`src/rtl/ido_yuv422_pack.sv`:
```
// 4:4:4 -> 4:2:2 packer for the IDO output path, with framing carried through.
// Build option IDO_YUV422_CHROMA_AVG_EN adds the pair-averaged chroma datapath.
module ido_yuv422_pack #(
    parameter int DW  = 8,
    parameter int RND = 1
) (
    input  logic            pclk,
    input  logic            prst_n,
    input  logic            i_vstr,
    input  logic            i_vend,
    input  logic            i_hstr,
    input  logic            i_hend,
    input  logic            i_dvld,
    input  logic [DW-1:0]   i_y,
    input  logic [DW-1:0]   i_cb,
    input  logic [DW-1:0]   i_cr,
    input  logic            r_en,
    input  logic            r_swap_yc,
    input  logic            r_swap_uv,
    input  logic            r_chroma_avg,
    output logic            o_vstr,
    output logic            o_vend,
    output logic            o_hstr,
    output logic            o_hend,
    output logic            o_dvld,
    output logic [2*DW-1:0] o_data,
    output logic            o_trunc_err
);

    typedef enum logic {PH_EVEN = 1'b0, PH_ODD = 1'b1} phase_t;

    phase_t          phase_q, phase_d;
    logic            active_q, active_d;
    logic [DW-1:0]   y0_q, y0_d, cb0_q, cb0_d, cr0_q, cr0_d;
    logic            hstr0_q, hstr0_d, vstr0_q, vstr0_d;
    logic            swap_yc_q, swap_yc_d, swap_uv_q, swap_uv_d;
    logic            w1_vld_q, w1_vld_d;
    logic [2*DW-1:0] w1_data_q, w1_data_d;
    logic [3:0]      w1_flags_q, w1_flags_d;   // {vstr, hstr, hend, vend}
    logic            o_dvld_q, o_dvld_d;
    logic [2*DW-1:0] o_data_q, o_data_d;
    logic [3:0]      o_flags_q, o_flags_d;
    logic            trunc_q, trunc_d;

    logic            accept, even_px;
    logic [DW-1:0]   cb_pair, cr_pair, c_a, c_b;
    logic [2*DW-1:0] word0, word1, word_single;

    function automatic logic [2*DW-1:0] pack(input logic swap, input logic [DW-1:0] c,
                                             input logic [DW-1:0] y);
        return swap ? {y, c} : {c, y};
    endfunction

`ifdef IDO_YUV422_CHROMA_AVG_EN
    logic avg_q, avg_d;

    // DW+1-bit sum so that the rounding increment cannot overflow.
    function automatic logic [DW-1:0] avg2(input logic [DW-1:0] a, input logic [DW-1:0] b);
        logic [DW:0] s;
        s = {1'b0, a} + {1'b0, b} + ((RND != 0) ? {{DW{1'b0}}, 1'b1} : {(DW+1){1'b0}});
        return s[DW:1];
    endfunction

    assign cb_pair = avg_q ? avg2(cb0_q, i_cb) : cb0_q;
    assign cr_pair = avg_q ? avg2(cr0_q, i_cr) : cr0_q;
`else
    logic chroma_avg_unused;
    assign chroma_avg_unused = r_chroma_avg ^ (RND != 0);
    assign cb_pair = cb0_q;
    assign cr_pair = cr0_q;
`endif

    assign accept      = r_en && i_dvld && (active_q || i_hstr);
    assign even_px     = i_hstr || (phase_q == PH_EVEN);
    assign c_a         = swap_uv_q ? cr_pair : cb_pair;
    assign c_b         = swap_uv_q ? cb_pair : cr_pair;
    assign word0       = pack(swap_yc_q, c_a, y0_q);
    assign word1       = pack(swap_yc_q, c_b, i_y);
    assign word_single = pack(r_swap_yc, r_swap_uv ? i_cr : i_cb, i_y);

    always_comb begin
        phase_d    = phase_q;
        active_d   = active_q;
        y0_d       = y0_q;
        cb0_d      = cb0_q;
        cr0_d      = cr0_q;
        hstr0_d    = hstr0_q;
        vstr0_d    = vstr0_q;
        swap_yc_d  = swap_yc_q;
        swap_uv_d  = swap_uv_q;
`ifdef IDO_YUV422_CHROMA_AVG_EN
        avg_d      = avg_q;
`endif
        w1_vld_d   = 1'b0;
        w1_data_d  = w1_data_q;
        w1_flags_d = w1_flags_q;
        o_dvld_d   = 1'b0;
        o_data_d   = '0;
        o_flags_d  = 4'b0000;
        trunc_d    = 1'b0;

        if (w1_vld_q) begin
            o_dvld_d  = 1'b1;
            o_data_d  = w1_data_q;
            o_flags_d = w1_flags_q;
        end

        if (accept) begin
            if (even_px) begin
                trunc_d   = i_hstr && (phase_q == PH_ODD);
                y0_d      = i_y;
                cb0_d     = i_cb;
                cr0_d     = i_cr;
                hstr0_d   = i_hstr;
                vstr0_d   = i_vstr;
                swap_yc_d = r_swap_yc;
                swap_uv_d = r_swap_uv;
`ifdef IDO_YUV422_CHROMA_AVG_EN
                avg_d     = r_chroma_avg;
`endif
                active_d  = 1'b1;
                phase_d   = PH_ODD;
                if (i_hend) begin
                    phase_d  = PH_EVEN;
                    active_d = 1'b0;
                    // A pending word1 owns the output this cycle; queue the lone word behind it.
                    if (w1_vld_q) begin
                        w1_vld_d   = 1'b1;
                        w1_data_d  = word_single;
                        w1_flags_d = {i_vstr, i_hstr, 1'b1, i_vend};
                    end else begin
                        o_dvld_d  = 1'b1;
                        o_data_d  = word_single;
                        o_flags_d = {i_vstr, i_hstr, 1'b1, i_vend};
                    end
                end
            end else begin
                o_dvld_d   = 1'b1;
                o_data_d   = word0;
                o_flags_d  = {vstr0_q, hstr0_q, 2'b00};
                w1_vld_d   = 1'b1;
                w1_data_d  = word1;
                w1_flags_d = {2'b00, i_hend, i_vend};
                phase_d    = PH_EVEN;
                if (i_hend) active_d = 1'b0;
            end
        end

        if (!r_en) begin
            phase_d   = PH_EVEN;
            active_d  = 1'b0;
            w1_vld_d  = 1'b0;
            o_dvld_d  = 1'b0;
            o_data_d  = '0;
            o_flags_d = 4'b0000;
            trunc_d   = 1'b0;
        end
    end

    always_ff @(posedge pclk or negedge prst_n) begin
        if (!prst_n) begin
            phase_q    <= PH_EVEN;
            active_q   <= 1'b0;
            y0_q       <= '0;
            cb0_q      <= '0;
            cr0_q      <= '0;
            hstr0_q    <= 1'b0;
            vstr0_q    <= 1'b0;
            swap_yc_q  <= 1'b0;
            swap_uv_q  <= 1'b0;
`ifdef IDO_YUV422_CHROMA_AVG_EN
            avg_q      <= 1'b0;
`endif
            w1_vld_q   <= 1'b0;
            w1_data_q  <= '0;
            w1_flags_q <= 4'b0000;
            o_dvld_q   <= 1'b0;
            o_data_q   <= '0;
            o_flags_q  <= 4'b0000;
            trunc_q    <= 1'b0;
        end else begin
            phase_q    <= phase_d;
            active_q   <= active_d;
            y0_q       <= y0_d;
            cb0_q      <= cb0_d;
            cr0_q      <= cr0_d;
            hstr0_q    <= hstr0_d;
            vstr0_q    <= vstr0_d;
            swap_yc_q  <= swap_yc_d;
            swap_uv_q  <= swap_uv_d;
`ifdef IDO_YUV422_CHROMA_AVG_EN
            avg_q      <= avg_d;
`endif
            w1_vld_q   <= w1_vld_d;
            w1_data_q  <= w1_data_d;
            w1_flags_q <= w1_flags_d;
            o_dvld_q   <= o_dvld_d;
            o_data_q   <= o_data_d;
            o_flags_q  <= o_flags_d;
            trunc_q    <= trunc_d;
        end
    end

    assign o_dvld      = o_dvld_q;
    assign o_data      = o_data_q;
    assign o_vstr      = o_flags_q[3];
    assign o_hstr      = o_flags_q[2];
    assign o_hend      = o_flags_q[1];
    assign o_vend      = o_flags_q[0];
    assign o_trunc_err = trunc_q;

endmodule

```
`config.mk`:
```
export PLATFORM = sky130hd
export DESIGN_NAME = ido_yuv422_pack
export DESIGN_NICKNAME = d
export VERILOG_FILES = /design/src/rtl/ido_yuv422_pack.sv
export SDC_FILE = /design/constraint.sdc
export NUM_CORES = 1
export LEC_CHECK = 0
export ABC_AREA = 1
export CAP_MARGIN = 20
export CORE_MARGIN = 2
export CORE_UTILIZATION = 50
export CTS_BUF_LIST = sky130_fd_sc_hd__clkbuf_8 sky130_fd_sc_hd__clkbuf_16
export CTS_CLUSTER_DIAMETER = 120
export DETAILED_ROUTE_END_ITERATION = 10
export PLACE_DENSITY = 0.77
export SLEW_MARGIN = 20
export SYNTH_ARGS = -nofsm -noshare
export SYNTH_HDL_FRONTEND = slang
export SYNTH_SLANG_ARGS = --single-unit
```
`constraint.sdc`:
```
create_clock -name pclk -period 1.3 [get_ports pclk]
set_input_delay 0.195 -clock pclk [delete_from_list [all_inputs] [get_ports pclk]]
set_output_delay 0.195 -clock pclk [all_outputs]
set_load 0.01 [all_outputs]
```
==> results of run 1 <==
-- synthesized netlist by cell type --
master    instances  area (um^2)
a21oi_1          72          360
a21oi_2           2         17.5
a31oi_1           4         25.0
buf_1             2         7.51
buf_2            13         65.1
buf_4             4         30.0
buf_6             7         78.8
clkbuf_1          6         22.5
dfrtp_1          73         1830
inv_1            36          135
inv_2             5         18.8
inv_4             2         12.5
nand2_1         193          724
nand2_2           3         18.8
nand2_4           2         22.5
nand2_8           1         20.0
nand3_1          46          230
nor2_1           15         56.3
nor2_4            2         22.5
nor2_8            2         40.0
nor3_1            1         5.00
o211ai_1          1         7.51
o21ai_0          40          200
o21ai_1           2         10.0
o21ai_2           8         70.1
o32ai_1           1         8.76
or2_2            10         62.6
-- final timing paths --
| kind | start | end | slack, ns | cells after the start |
|---|---|---|---|---|
| min in group pclk | r_swap_uv | swap_uv_q | 0.39 | 4 |
| worst min-delay path | prst_n | o_data[10] | 0.38 | 3 |
| worst min register to register | w1_data_q[8] | w1_data_q[8] | 0.49 | 2 |
| max in group asynchronous | prst_n | swap_uv_q | 0.59 | 3 |
| worst max-delay path | swap_uv_q | o_data[5] | -0.16 | 6 |
| worst max register to register | swap_uv_q | o_data[5] | -0.16 | 6 |
-- layer usage --
metal,GRT usage,up-vias,share of wire
li1,-,2013,-
met1,0.396,1993,0.42
met2,0.421,218,0.47
met3,0.0487,31,0.082
met4,0.0713,0,0.026
met5,0,-,0
-- cell type report --
type	instances	area share
clock buffer	9	0.0211
clock inverter	6	0.00618
inverter	43	0.0313
multi-input combinational	405	0.384
sequential	73	0.311
tap	105	0.0224
timing repair buffer	130	0.222
timing repair inverter	1	0.00128
-- state kept, by name, indices dropped and copies added, names as in the netlist --
register     flops
swap_yc_q        1
y0_q             8
o_data          16
w1_vld_q         1
phase_q          1
hstr0_q          1
o_flags_q        4
active_q         1
cr0_q            8
swap_uv_q        1
o_trunc_err      1
w1_data_q       16
o_dvld           1
cb0_q            8
vstr0_q          1
w1_flags_q       4
-- through the flow --
step / TNS (ns) / cells
CTS: -1.21 / 761
floorplan: 0 / 553
global placement: -21.08 / 738
detailed placement: -23.71 / 738
finish: -2.15 / 772
global route: -4.86 / 772
-- power by group --
| part | leakage (nW) | switching [mW] | total (mW) | internal [mW] |
|---|---|---|---|---|
| clock | 0.0846 | 0.922 | 1.59 | 0.671 |
| sequential | 0.948 | 0.265 | 2.91 | 2.65 |
| combinational | 1.97 | 1.32 | 2.33 | 1.00 |
| total | 3.01 | 2.51 | 6.84 | 4.32 |
-- tightest hold or removal path, cell delays in order --
cell and delay (ns):
dlygate4sd3_1 0.52, buf_2 0.12, buf_12 0.32
-- placed cells by master, fill, tap and decap left out, types with 3 or more instances in the layout --
cell type	n
a21oi_1	49
a21oi_2	23
a31oi_1	4
buf_12	8
buf_4	52
buf_6	7
clkbuf_16	4
clkbuf_8	9
clkdlybuf4s50_1	31
clkinv_2	4
clkinvlp_4	4
dfrtp_1	72
dlygate4sd2_1	23
inv_1	32
inv_2	5
inv_4	3
nand2_1	170
nand2_2	14
nand2_4	14
nand3_1	44
nor2_1	14
nor2_4	3
o21ai_0	10
o21ai_1	9
o21ai_2	29
or2_2	3
or2_4	7
-- kinds of logic (layout without fill, tap and decap cells) --
logic type,count (synthesis),in the layout,synth area share
DFF,73,73,0.446
AOI/OAI and AO/OA,130,130,0.171
buffers and inverters,75,189,0.0904
and+or+nand+nor,275,275,0.293
-- what timing repair did --
action                                 CTS  global route
hold buffers                             1             0
setup buffers                            6             5
setup endpoints to repair               60            64
endpoints found under the hold margin   73             0
pin swaps                                5            28
resized for setup                       49           119
gates cloned                             1             6
==> flow_summary.yaml, run 1 <==
status:
  status: "finished, violations left"
  violations: "negative setup slack"
grt:
  antenna_found_initial: 0
  grt_pass1_vias: 3753
  grt-ovfl-total: 0
  track_usage: 0.272
  grt_max_degree: 74
  grt_pass1_wl_um: 18600
cells_and_area:
  num-fill-cells: 643
  fin_util: 0.726
  fin_area_um2: 5870
  antennaDiodeCount: 0
  drive_gt1_frac: 0.307
  seqCellArea_um2: 1830
  syn2layout_area_growth_pct: 43.3
  fin_nets: 698
  multi_input_area_um2: 2260
sta:
  fmax_mhz: 685
  holdWs_ns: 0.383
  finalSetupViolCount: 47
  relSlewSlack: 0.736
  fin_ws_ns: -0.160
  rsz0062_at_grt: "yes"
  hold_viol: 0
  finalMaxSlewViolations: 0
  post-route-min-period_ns: 1.46
  finalCritPeriodShare: 1.12
  finClkSkew_ns: 0.00483
  worst_slew_pin_slew_ns: 0.396
run:
  max-cap-violations: 0
routing:
  viasPerCell: 5.51
  vias: 4255
  drtIter0Drc: 362
  drt_first_pass_iters: 5
  wire_per_inst_um: 16.7
  detail-route-antenna-nets: 0
  drc_errors: 0
  wirelength_um: 12900
logic_synthesis:
  yosysWarnings: 0
  syn-num-nets: 588
  ys_types: 27
  avgSynthCellArea_um2: 7.41
  ys_ff_latch: 73
  syn_inst: 553
  synth_area_um2: 4100
  ys_seq_area_frac: 0.446
clock_network:
  cts_max_level: 3
  cts-root-buf: "clkbuf_8"
  cts_buffer_depth: 2
  clk_latency_ns: 0.36
  cts.sinks: 73
  cts_tree: "built"
  cts_made_buffers: 9
  path_clk_slew_ns: 0.08
critical_path:
  crit_fanout: 8
  critPathRequiredTime_ns: 1.54
  path_class: "flip-flop to flip-flop"
  cp_top_family: "flip-flops"
  endpoint_kind: "flip-flop"
  cpMostUsedCell: "a21oi_2"
  crit_chain: "buf_6 > or2_2 > o21ai_2 > nand2_1 > a21oi_2 > a21oi_2"
  path_buf_inv: 1
  cp-start-kind: "flip-flop"
  slowest_delay_ns: 0.47
  critPathArrivalTime_ns: 1.70
  critPathSlowestCell: "dfrtp_2"
placement:
  port_buffers: 55
  dpl_cell_area_um2: 5100
  gp_congestion: 0.940
  dp_slack_ns: -0.414
  hpwl_um: 7750
die:
  die-area_um2: 8940
  io_pins: 57
  start_util: 0.506
  rows: 33
  fp.dieH_um: 94.5
  die_w_um: 94.5
  coreArea_um2: 8090
pwr:
  ir_worst_vdd_uv: 646
  total_power_mw: 6.84
  leakagePower_nw: 3.01
  power_density_nw_per_um2: 1160
hold_path:
  hold_class: "input port to async pin"
No activity file was read; power rests on OpenSTA's default activity.
==> inputs of run 2 (changes only) <==
Settings changed: CTS_BUF_LIST sky130_fd_sc_hd__clkbuf_8 sky130_fd_sc_hd__clkbuf_16 to sky130_fd_sc_hd__clkbuf_16.
==> run 2 against run 1 <==
  * The run still ends with negative setup slack left
  * Worst setup slack better by 0.13 ns
  * Clock power increased by 42%
  * Cell area grew 0.34%
  * Combinational power hardly changed
==> flow_summary.yaml, run 2 (synthesized netlist as in run 1, its figures left out) <==
die:
  fp.dieH_um: 94.5
  start_util: 0.506
  rows: 33
  coreArea_um2: 8090
  io_pins: 57
  die_w_um: 94.5
  die-area_um2: 8940
cells_and_area:
  final_cells: 770
  final_cell_mix: "nand2_1 (176), dfrtp_1 (72), buf_4 (53)"
  syn2layout_area_growth_pct: 43.7
  antennaDiodeCount: 0
  drive_gt1_frac: 0.286
  num-fill-cells: 640
  final_common_cell: "nand2_1"
  fin_util: 0.728
  fin_nets: 696
placement:
  dp_slack_ns: -0.414
  port_buffers: 55
  gp_congestion: 0.940
  place_inst: 738
  hpwl_um: 7750
sta:
  fmax_mhz: 755
  relSlewSlack: 0.740
  holdWs_ns: 0.367
  fin_ws_ns: -0.0253
  post-route-min-period_ns: 1.33
  finalMaxSlewViolations: 0
  finalSetupViolCount: 13
  finClkSkew_ns: 0.00461
  rsz0062_at_grt: "yes"
  worst_slew_pin_slew_ns: 0.390
  hold_viol: 0
  finalCritPeriodShare: 1.02
grt:
  grt_max_degree: 74
  track_usage: 0.274
  grt_pass1_vias: 3811
  antenna_found_initial: 0
  grt-ovfl-total: 0
  grt_pass1_wl_um: 18700
critical_path:
  crit_fanout: 8
  r2r-end: "o_data[5]"
  regToRegSetupSlack_ns: -0.03
  slowest_delay_ns: 0.44
  r2r_cells: 6
  worstReg2RegStart: "swap_uv_q"
  crit_chain: "buf_6 > or2_4 > o21ai_2 > nand2_1 > a21oi_4 > a21oi_2"
  critPathSlowestCell: "dfrtp_2"
  critPathRequiredTime_ns: 1.51
  critPathArrivalTime_ns: 1.54
  endpoint_kind: "flip-flop"
  path_class: "flip-flop to flip-flop"
  cp-start-kind: "flip-flop"
hold_path:
  hold-path-cell-count: 3
  min_from: "i_hstr"
  hold_class: "input port to flip-flop"
  hold_path_end: "w1_flags_q[2]"
routing:
  wirelength_um: 12400
  detail-route-antenna-nets: 0
  viasPerCell: 5.56
  drtIter0Drc: 319
  wire_per_inst_um: 16.2
  vias: 4278
  drc_errors: 0
  drt_first_pass_iters: 5
clock_network:
  cts-root-buf: "clkbuf_16"
  cts_made_buffers: 9
  path_clk_slew_ns: 0.06
  cts.sinks: 73
  clk_latency_ns: 0.33
  cts_buffer_depth: 2
  cts_tree: "built"
  cts_max_level: 3
run:
  max-cap-violations: 0
status:
  violations: "negative setup slack"
  status: "finished, violations left"
pwr:
  leakagePower_nw: 2.95
  total_power_mw: 7.49
  power_density_nw_per_um2: 1270
  ir_worst_vdd_uv: 808
run 2: cell count changes in the layout (fill, tap and decap cells not counted), sizes merged:
| cell | before | now |
|---|---|---|
| clkbuf | 13 | 11 |
| clkdlybuf4s50 | 31 | 29 |
| dlygate4sd2 | 23 | 25 |
| buf | 71 | 72 |
| clkinvlp | 4 | 3 |
run 2: cell type report:
type,instances,area (um^2),area share
Clock buffer,9,225,0.0382
Clock inverter,6,36.3,0.00616
Inverter,43,186,0.0316
Multi-Input combinational cell,405,2210,0.375
Sequential cell,73,1830,0.310
Tap cell,105,131,0.0223
Timing Repair Buffer,129,1270,0.216
run 2: how the worst max path moves through the flow:
| stage | from | to | slack, ns |
|---|---|---|---|
| after floorplan | swap_uv_q | w1_data_q[9] | 0.05 |
| after global placement | i_hstr | o_data[3] | -0.38 |
| after detailed placement | i_hstr | o_data[5] | -0.41 |
| after CTS | swap_uv_q | o_data[8] | -0.08 |
| after global routing | swap_uv_q | w1_data_q[10] | -0.09 |
| final | swap_uv_q | o_data[5] | -0.03 |
run 2: per-stage QoR:
stage	TNS [ns]	cell area, um^2
2_1_floorplan	0	4100
3_3_place_gp	-21.08	5100
3_5_place_dp	-23.71	5100
4_1_cts	-0.987	5510
5_1_grt	-2.20	5890
6_report	-0.172	5890
run 2: per-layer routing:
layer | wire length [um] | track usage | part of all wire
met1 | 5300 | 0.396 | 0.43
met2 | 5860 | 0.423 | 0.47
met3 | 1040 | 0.0471 | 0.084
met4 | 239 | 0.0870 | 0.019
met5 | 0 | 0 | 0
run 2: what timing repair did:
item                                    in CTS  in global routing
endpoints found under the setup margin      64                 55
gates cloned                                 1                  3
pin swaps                                    4                 29
endpoints found under the hold margin       73                  0
buffers inserted                             8                  4
hold buffers                                 1                  0
resized for setup                           57                 96
run 2: power breakdown:
| group | switching (mW) | total, mW | leakage [nW] | internal (mW) |
|---|---|---|---|---|
| combinational | 1.31 | 2.33 | 1.87 | 1.02 |
| clock | 0.976 | 2.25 | 0.131 | 1.27 |
| sequential | 0.260 | 2.91 | 0.948 | 2.65 |
| total | 2.54 | 7.49 | 2.95 | 4.94 |
run 2: critical path: cells and delay by family (launching register included):
kind,cells,cell delay (ns)
AOI/OAI and AO/OA,3,0.29
buffers and inverters,1,0.15
DFF,1,0.44
and+or+nand+nor,2,0.33
==> inputs of run 3 (changes only) <==
Settings changed: CAP_MARGIN 20 to default.
==> results of run 3 <==
No change in the layout: final DEF, timing and power equal those of run 2.
